`src/rtl/ntt_butterfly.sv`:
```
// Pipelined radix-2 NTT butterfly (Q = 3329) for the forward (Cooley-Tukey) and inverse
// (Gentleman-Sande) transforms, with an internal 3-stage Barrett modular multiplier.

module modular_mul #(
  parameter int Q = 3329
) (
  input  logic        clk,
  input  logic        rst,
  input  logic [11:0] a,
  input  logic [11:0] b,
  output logic [11:0] p
);

  // floor(2^24 / Q): the quotient estimate undershoots by at most one, so one subtract finishes
  localparam int unsigned BARRETT_M = (32'd1 << 24) / Q;
  localparam logic [12:0] QM = 13'(Q);

  logic [23:0] prod_s1;
  logic [23:0] prod_s2;
  logic [11:0] q_s2;
  logic [11:0] q_est;
  logic [12:0] rem;

  assign q_est = 12'(({12'd0, prod_s1} * 36'(BARRETT_M)) >> 24);
  assign rem   = 13'(prod_s2 - {12'd0, q_s2} * 24'(Q));

  always_ff @(posedge clk) begin
    if (rst) begin
      prod_s1 <= '0;
      prod_s2 <= '0;
      q_s2    <= '0;
      p       <= '0;
    end else begin
      // NOTE: sequential state uses non-blocking assignments so every stage samples
      // the previous cycle's values regardless of statement order.
      prod_s1 <= {12'd0, a} * {12'd0, b};
      prod_s2 <= prod_s1;
      q_s2    <= q_est;
      p       <= (rem >= QM) ? 12'(rem - QM) : rem[11:0];
    end
  end

endmodule

module ntt_butterfly #(
  parameter int Q       = 3329,
  parameter int MUL_LAT = 3,
  parameter int TAG_W   = 8
) (
  input  logic             clk,
  input  logic             rst,
  input  logic             in_valid,
  input  logic             mode,
  input  logic [11:0]      u,
  input  logic [11:0]      v,
  input  logic [11:0]      w,
  input  logic [TAG_W-1:0] tag,
  output logic             out_valid,
  output logic [11:0]      out0,
  output logic [11:0]      out1,
  output logic [TAG_W-1:0] out_tag
);

  localparam logic [12:0] QM = 13'(Q);

  function automatic logic [11:0] modadd(input logic [11:0] a, input logic [11:0] b);
    logic [12:0] sum;
    sum = {1'b0, a} + {1'b0, b};
    if (sum >= QM) sum = sum - QM;
    return sum[11:0];
  endfunction

  function automatic logic [11:0] modsub(input logic [11:0] a, input logic [11:0] b);
    logic [12:0] diff;
    if (a >= b) diff = {1'b0, a} - {1'b0, b};
    else        diff = {1'b0, a} + QM - {1'b0, b};
    return diff[11:0];
  endfunction

  // Stage P
  logic             valid_p;
  logic             mode_p;
  logic [TAG_W-1:0] tag_p;
  logic [11:0]      u_p;
  logic [11:0]      v_p;
  logic [11:0]      w_p;
  logic [11:0]      s_p;
  logic [11:0]      d_p;

  // Stage M delay lines, aligned with the multiplier product
  logic [MUL_LAT-1:0] vld_d;
  logic [MUL_LAT-1:0] mode_d;
  logic [TAG_W-1:0]   tag_d [MUL_LAT];
  logic [11:0]        u_d   [MUL_LAT];
  logic [11:0]        s_d   [MUL_LAT];

  logic [11:0] mul_a;
  logic [11:0] prod;

  always_ff @(posedge clk) begin
    if (rst) begin
      // NOTE: data registers are cleared along with the valid bits so the outputs read
      // a deterministic 0 after reset instead of leftover pipeline contents.
      valid_p <= 1'b0;
      mode_p  <= 1'b0;
      tag_p   <= '0;
      u_p     <= '0;
      v_p     <= '0;
      w_p     <= '0;
      s_p     <= '0;
      d_p     <= '0;
    end else begin
      valid_p <= in_valid;
      mode_p  <= mode;
      tag_p   <= tag;
      u_p     <= u;
      v_p     <= v;
      w_p     <= w;
      s_p     <= modadd(u, v);
      d_p     <= modsub(u, v);
    end
  end

  assign mul_a = mode_p ? d_p : v_p;

  modular_mul #(.Q(Q)) u_mul (
    .clk (clk),
    .rst (rst),
    .a   (mul_a),
    .b   (w_p),
    .p   (prod)
  );

  always_ff @(posedge clk) begin
    if (rst) begin
      vld_d  <= '0;
      mode_d <= '0;
      for (int i = 0; i < MUL_LAT; i++) begin
        tag_d[i] <= '0;
        u_d[i]   <= '0;
        s_d[i]   <= '0;
      end
    end else begin
      vld_d[0]  <= valid_p;
      mode_d[0] <= mode_p;
      tag_d[0]  <= tag_p;
      u_d[0]    <= u_p;
      s_d[0]    <= s_p;
      for (int i = 1; i < MUL_LAT; i++) begin
        vld_d[i]  <= vld_d[i-1];
        mode_d[i] <= mode_d[i-1];
        tag_d[i]  <= tag_d[i-1];
        u_d[i]    <= u_d[i-1];
        s_d[i]    <= s_d[i-1];
      end
    end
  end

  // Stage O
  always_ff @(posedge clk) begin
    if (rst) begin
      out_valid <= 1'b0;
      out0      <= '0;
      out1      <= '0;
      out_tag   <= '0;
    end else begin
      out_valid <= vld_d[MUL_LAT-1];
      out_tag   <= tag_d[MUL_LAT-1];
      if (mode_d[MUL_LAT-1]) begin
        out0 <= s_d[MUL_LAT-1];
        out1 <= prod;
      end else begin
        out0 <= modadd(u_d[MUL_LAT-1], prod);
        out1 <= modsub(u_d[MUL_LAT-1], prod);
      end
    end
  end

endmodule

```
`config.mk`:
```
export PLATFORM = sky130hd
export DESIGN_NAME = ntt_butterfly
export DESIGN_NICKNAME = d
export VERILOG_FILES = /design/src/rtl/ntt_butterfly.sv
export SDC_FILE = /design/constraint.sdc
export NUM_CORES = 1
export LEC_CHECK = 0
export ABC_AREA = 1
export CAP_MARGIN = 25
export CORE_ASPECT_RATIO = 1.5
export CORE_MARGIN = 2
export CORE_UTILIZATION = 50
export DETAILED_ROUTE_END_ITERATION = 8
export PLACE_DENSITY_LB_ADDON = 0.2
export SLEW_MARGIN = 15
export SYNTH_ARGS = -nofsm -noshare
export SYNTH_HDL_FRONTEND = slang
export SYNTH_HIERARCHICAL = 1
export SYNTH_SLANG_ARGS = --single-unit
```
`constraint.sdc`:
```
create_clock -name clk -period 6.8 [get_ports clk]
set_input_delay 1.36 -clock clk [delete_from_list [all_inputs] [get_ports clk]]
set_output_delay 1.36 -clock clk [all_outputs]
set_load 0.05 [all_outputs]
```
==> impl_metrics.py <==
metrics = {
    "global_routing": {
        "grt_overflow": 0,
        "grt_antenna_before_repair": 0,
        "first_global_vias": 20400,
        "grt_pass1_wl_um": 96400,
        "grt_max_degree": 174,
        "track_usage": 0.235,
    },
    "sta": {
        "clock_skew_ps": 18.0,
        "worst_pin_slew_ps": 948,
        "setup_viol": 0,
        "hold_violations": 0,
        "whs_ps": 397,
        "clock.fmax_mhz": 165,
        "rsz0062_at_grt": "no",
        "period_share": 0.892,
        "maxSlewViolCount": 0,
        "min_period_ps": 6060,
        "slew_headroom": 0.367,
        "fin_setup_tns_ps": 0,
    },
    "final_layout": {
        "diodes": 0,
        "fin_nets": 3840,
        "drive_gt1_frac": 0.0399,
        "fin_area_um2": 26900,
        "syn_to_final_growth_pct": 9.11,
    },
    "die": {
        "initial_core_util": 0.506,
        "rows": 99,
        "core_area_um2": 48700,
        "num_io_pins": 81,
        "die-area_um2": 51100,
        "die_h_um": 276,
        "die_width_um": 185,
    },
    "critical_path": {
        "startpoint_type": "flip-flop",
        "worstPathArrival_ps": 6540,
        "crit_type": "flip-flop to flip-flop",
        "cp_data_required_time_ps": 7280,
        "end_kind": "flip-flop",
        "cp_max_fo": 13,
    },
    "logic_synthesis": {
        "synth_cell_types": 51,
        "synth_nets": 3810,
        "syn_avg_cell_area_um2": 7.68,
        "synthCells": 3211,
        "synth-seq-cells": 266,
        "syn-cell-area_um2": 24600,
        "ys_seq_area_frac": 0.216,
        "async_reset_ff_frac": 0,
        "synth_edf_count": 0,
        "yosysWarnings": 6,
        "synthFlopType": "dfxtp_1",
    },
    "clock_network": {
        "holdBufCountCts": 0,
        "post_cts_buffers": 0,
        "cts.sinks": 266,
        "cts_root_buf": "clkbuf_16",
        "path_clk_slew_ps": 70,
        "cts-resized-gates": 0,
        "cts_tree": "built",
        "numCtsBuffers": 27,
        "clk_path_buf_depth": 3,
        "clock_latency_ps": 580,
        "htree_levels": 1,
    },
    "place": {
        "dp_hpwl_um": 48000,
        "portBuffers": 80,
        "postPlaceCellArea_um2": 25900,
        "gp_congestion": 0.959,
    },
    "route": {
        "wl_um": 58000,
        "first_pass_iters": 5,
        "drt-initial-drc-count": 842,
        "routed-via-count": 19500,
        "detail_route.wl_per_cell_um": 14.8,
        "drc": 0,
        "vias_per_cell": 4.98,
        "ant_nets": 0,
    },
    "worst_hold_path": {
        "worstHoldPathType": "flip-flop to flip-flop",
    },
    "run_status": {
        "status": "complete, no violations",
    },
    "run": {
        "cap_viol_max_count": 0,
    },
}
-- layout by cell type (no fill, tap or decap), drive strengths merged, types with 17 or more instances in the layout --
master	Yosys	final
clkdlybuf4s50	0	79
a21oi	163	163
xnor2	17	17
fa	253	253
nor3	21	21
nand2	570	570
nand3	137	137
ha	298	298
nor2	346	346
dfxtp	266	266
xor2	45	45
clkbuf	64	31
inv	788	793
o21ai	99	99
nand4	28	28
-- registers in the layout (all words and copies together), names as in the netlist, 8 cells and up --
signal	count
d_p	12
u_mul/prod_s1	24
s_p	12
u_mul/q_s2	12
u_p	12
u_mul/prod_s2	13
v_p	12
tag_p	8
u_mul/p	12
s_d	36
u_d	36
w_p	12
out0	12
out1	12
out_tag	8
tag_d	24
-- path summary, 6_finish.rpt --
path | slack [ps] | startpoint | end | depth (start not counted)
setup / recovery | 740 | mode_p | u_mul/prod_s1[21] | 23
hold / removal | 400 | s_p[2] | s_d[0][2] | 2
setup reg to reg | 740 | mode_p | u_mul/prod_s1[21] | 23
hold reg to reg | 400 | s_p[2] | s_d[0][2] | 2
-- cells by family after synthesis --
family / Yosys count / share of synthesized area
DFF: 266 / 0.216
adders and majority gates: 551 / 0.357
buffers and inverters: 874 / 0.136
AOI/OAI and AO/OA: 327 / 0.0759
xor gates and xnor gates: 62 / 0.0223
and+or+nand+nor: 1131 / 0.193
-- final cells by class --
cell class / instances / area [µm²]
Clock buffer: 31 / 731
Fill cell: 4597 / 21800
Multi-Input combinational cell: 2071 / 16000
Sequential cell: 266 / 5330
Tap cell: 656 / 821
Inverter: 790 / 2970
Timing Repair Buffer: 85 / 852
Clock inverter: 17 / 226
-- synth_stat cells (5+ instances only) --
| cell | n | area share |
|---|---|---|
| inv_1 | 781 | 0.12 |
| nand2_1 | 541 | 0.082 |
| nor2_1 | 336 | 0.051 |
| ha_1 | 298 | 0.15 |
| dfxtp_1 | 266 | 0.22 |
| fa_1 | 253 | 0.21 |
| a21oi_1 | 148 | 0.030 |
| nand3_1 | 131 | 0.027 |
| o21ai_0 | 99 | 0.020 |
| clkbuf_1 | 63 | 0.0096 |
| xor2_1 | 44 | 0.016 |
| nand4_1 | 28 | 0.0071 |
| nand2_2 | 26 | 0.0066 |
| nor3_1 | 20 | 0.0041 |
| xnor2_1 | 17 | 0.0060 |
| a21oi_2 | 14 | 0.0050 |
| o21a_1 | 13 | 0.0040 |
| buf_2 | 11 | 0.0022 |
| o21bai_1 | 10 | 0.0030 |
| a211oi_1 | 9 | 0.0027 |
| nand3b_1 | 9 | 0.0027 |
| nor2_2 | 9 | 0.0023 |
| inv_2 | 7 | 0.0011 |
| or2_2 | 7 | 0.0018 |
| a31oi_1 | 6 | 0.0015 |
| and2_1 | 6 | 0.0015 |
| nand3_2 | 6 | 0.0024 |
| a221oi_1 | 5 | 0.0018 |
| nor4_1 | 5 | 0.0013 |
| o31ai_1 | 5 | 0.0015 |
-- layer usage --
| metal | part of all wire | wire length [µm] | vias to the layer above | global-route usage |
|---|---|---|---|---|
| li1 | - | - | 9744 | - |
| met4 | 0.044 | 2560 | 0 | 0.104 |
| met5 | 0 | 0 | - | 0 |
| met1 | 0.39 | 22600 | 9186 | 0.257 |
| met3 | 0.031 | 1810 | 146 | 0.0191 |
| met2 | 0.53 | 31000 | 425 | 0.455 |
-- worst max-delay path, stage by stage (launching register included) --
cell,delay [ps]
dfxtp_1,530
inv_1,290
nand2_1,120
nand2_1,310
nand2_1,170
inv_1,80
fa_1,520
fa_1,540
fa_1,540
fa_1,550
inv_1,50
fa_1,520
inv_1,40
ha_1,340
nand2_1,100
nor2_1,180
nand2_1,80
o211ai_1,110
nor2_1,140
o21ai_0,330
nand3_1,120
nand2_1,100
a21oi_1,70
o21a_1,140
-- per-stage QoR --
step | setup slack, ps | util | instances
after floorplan | 1380 | - | 3211
after global placement | 938 | 0.533 | 3868
after detailed placement | 774 | 0.533 | 3868
after CTS | 759 | 0.552 | 3916
after global routing | 333 | 0.552 | 3916
final | 735 | 0.552 | 3916
Power is left out: the tool's default activity adds up to more than one toggle a clock period on the data nets, which glitch-free logic cannot reach.
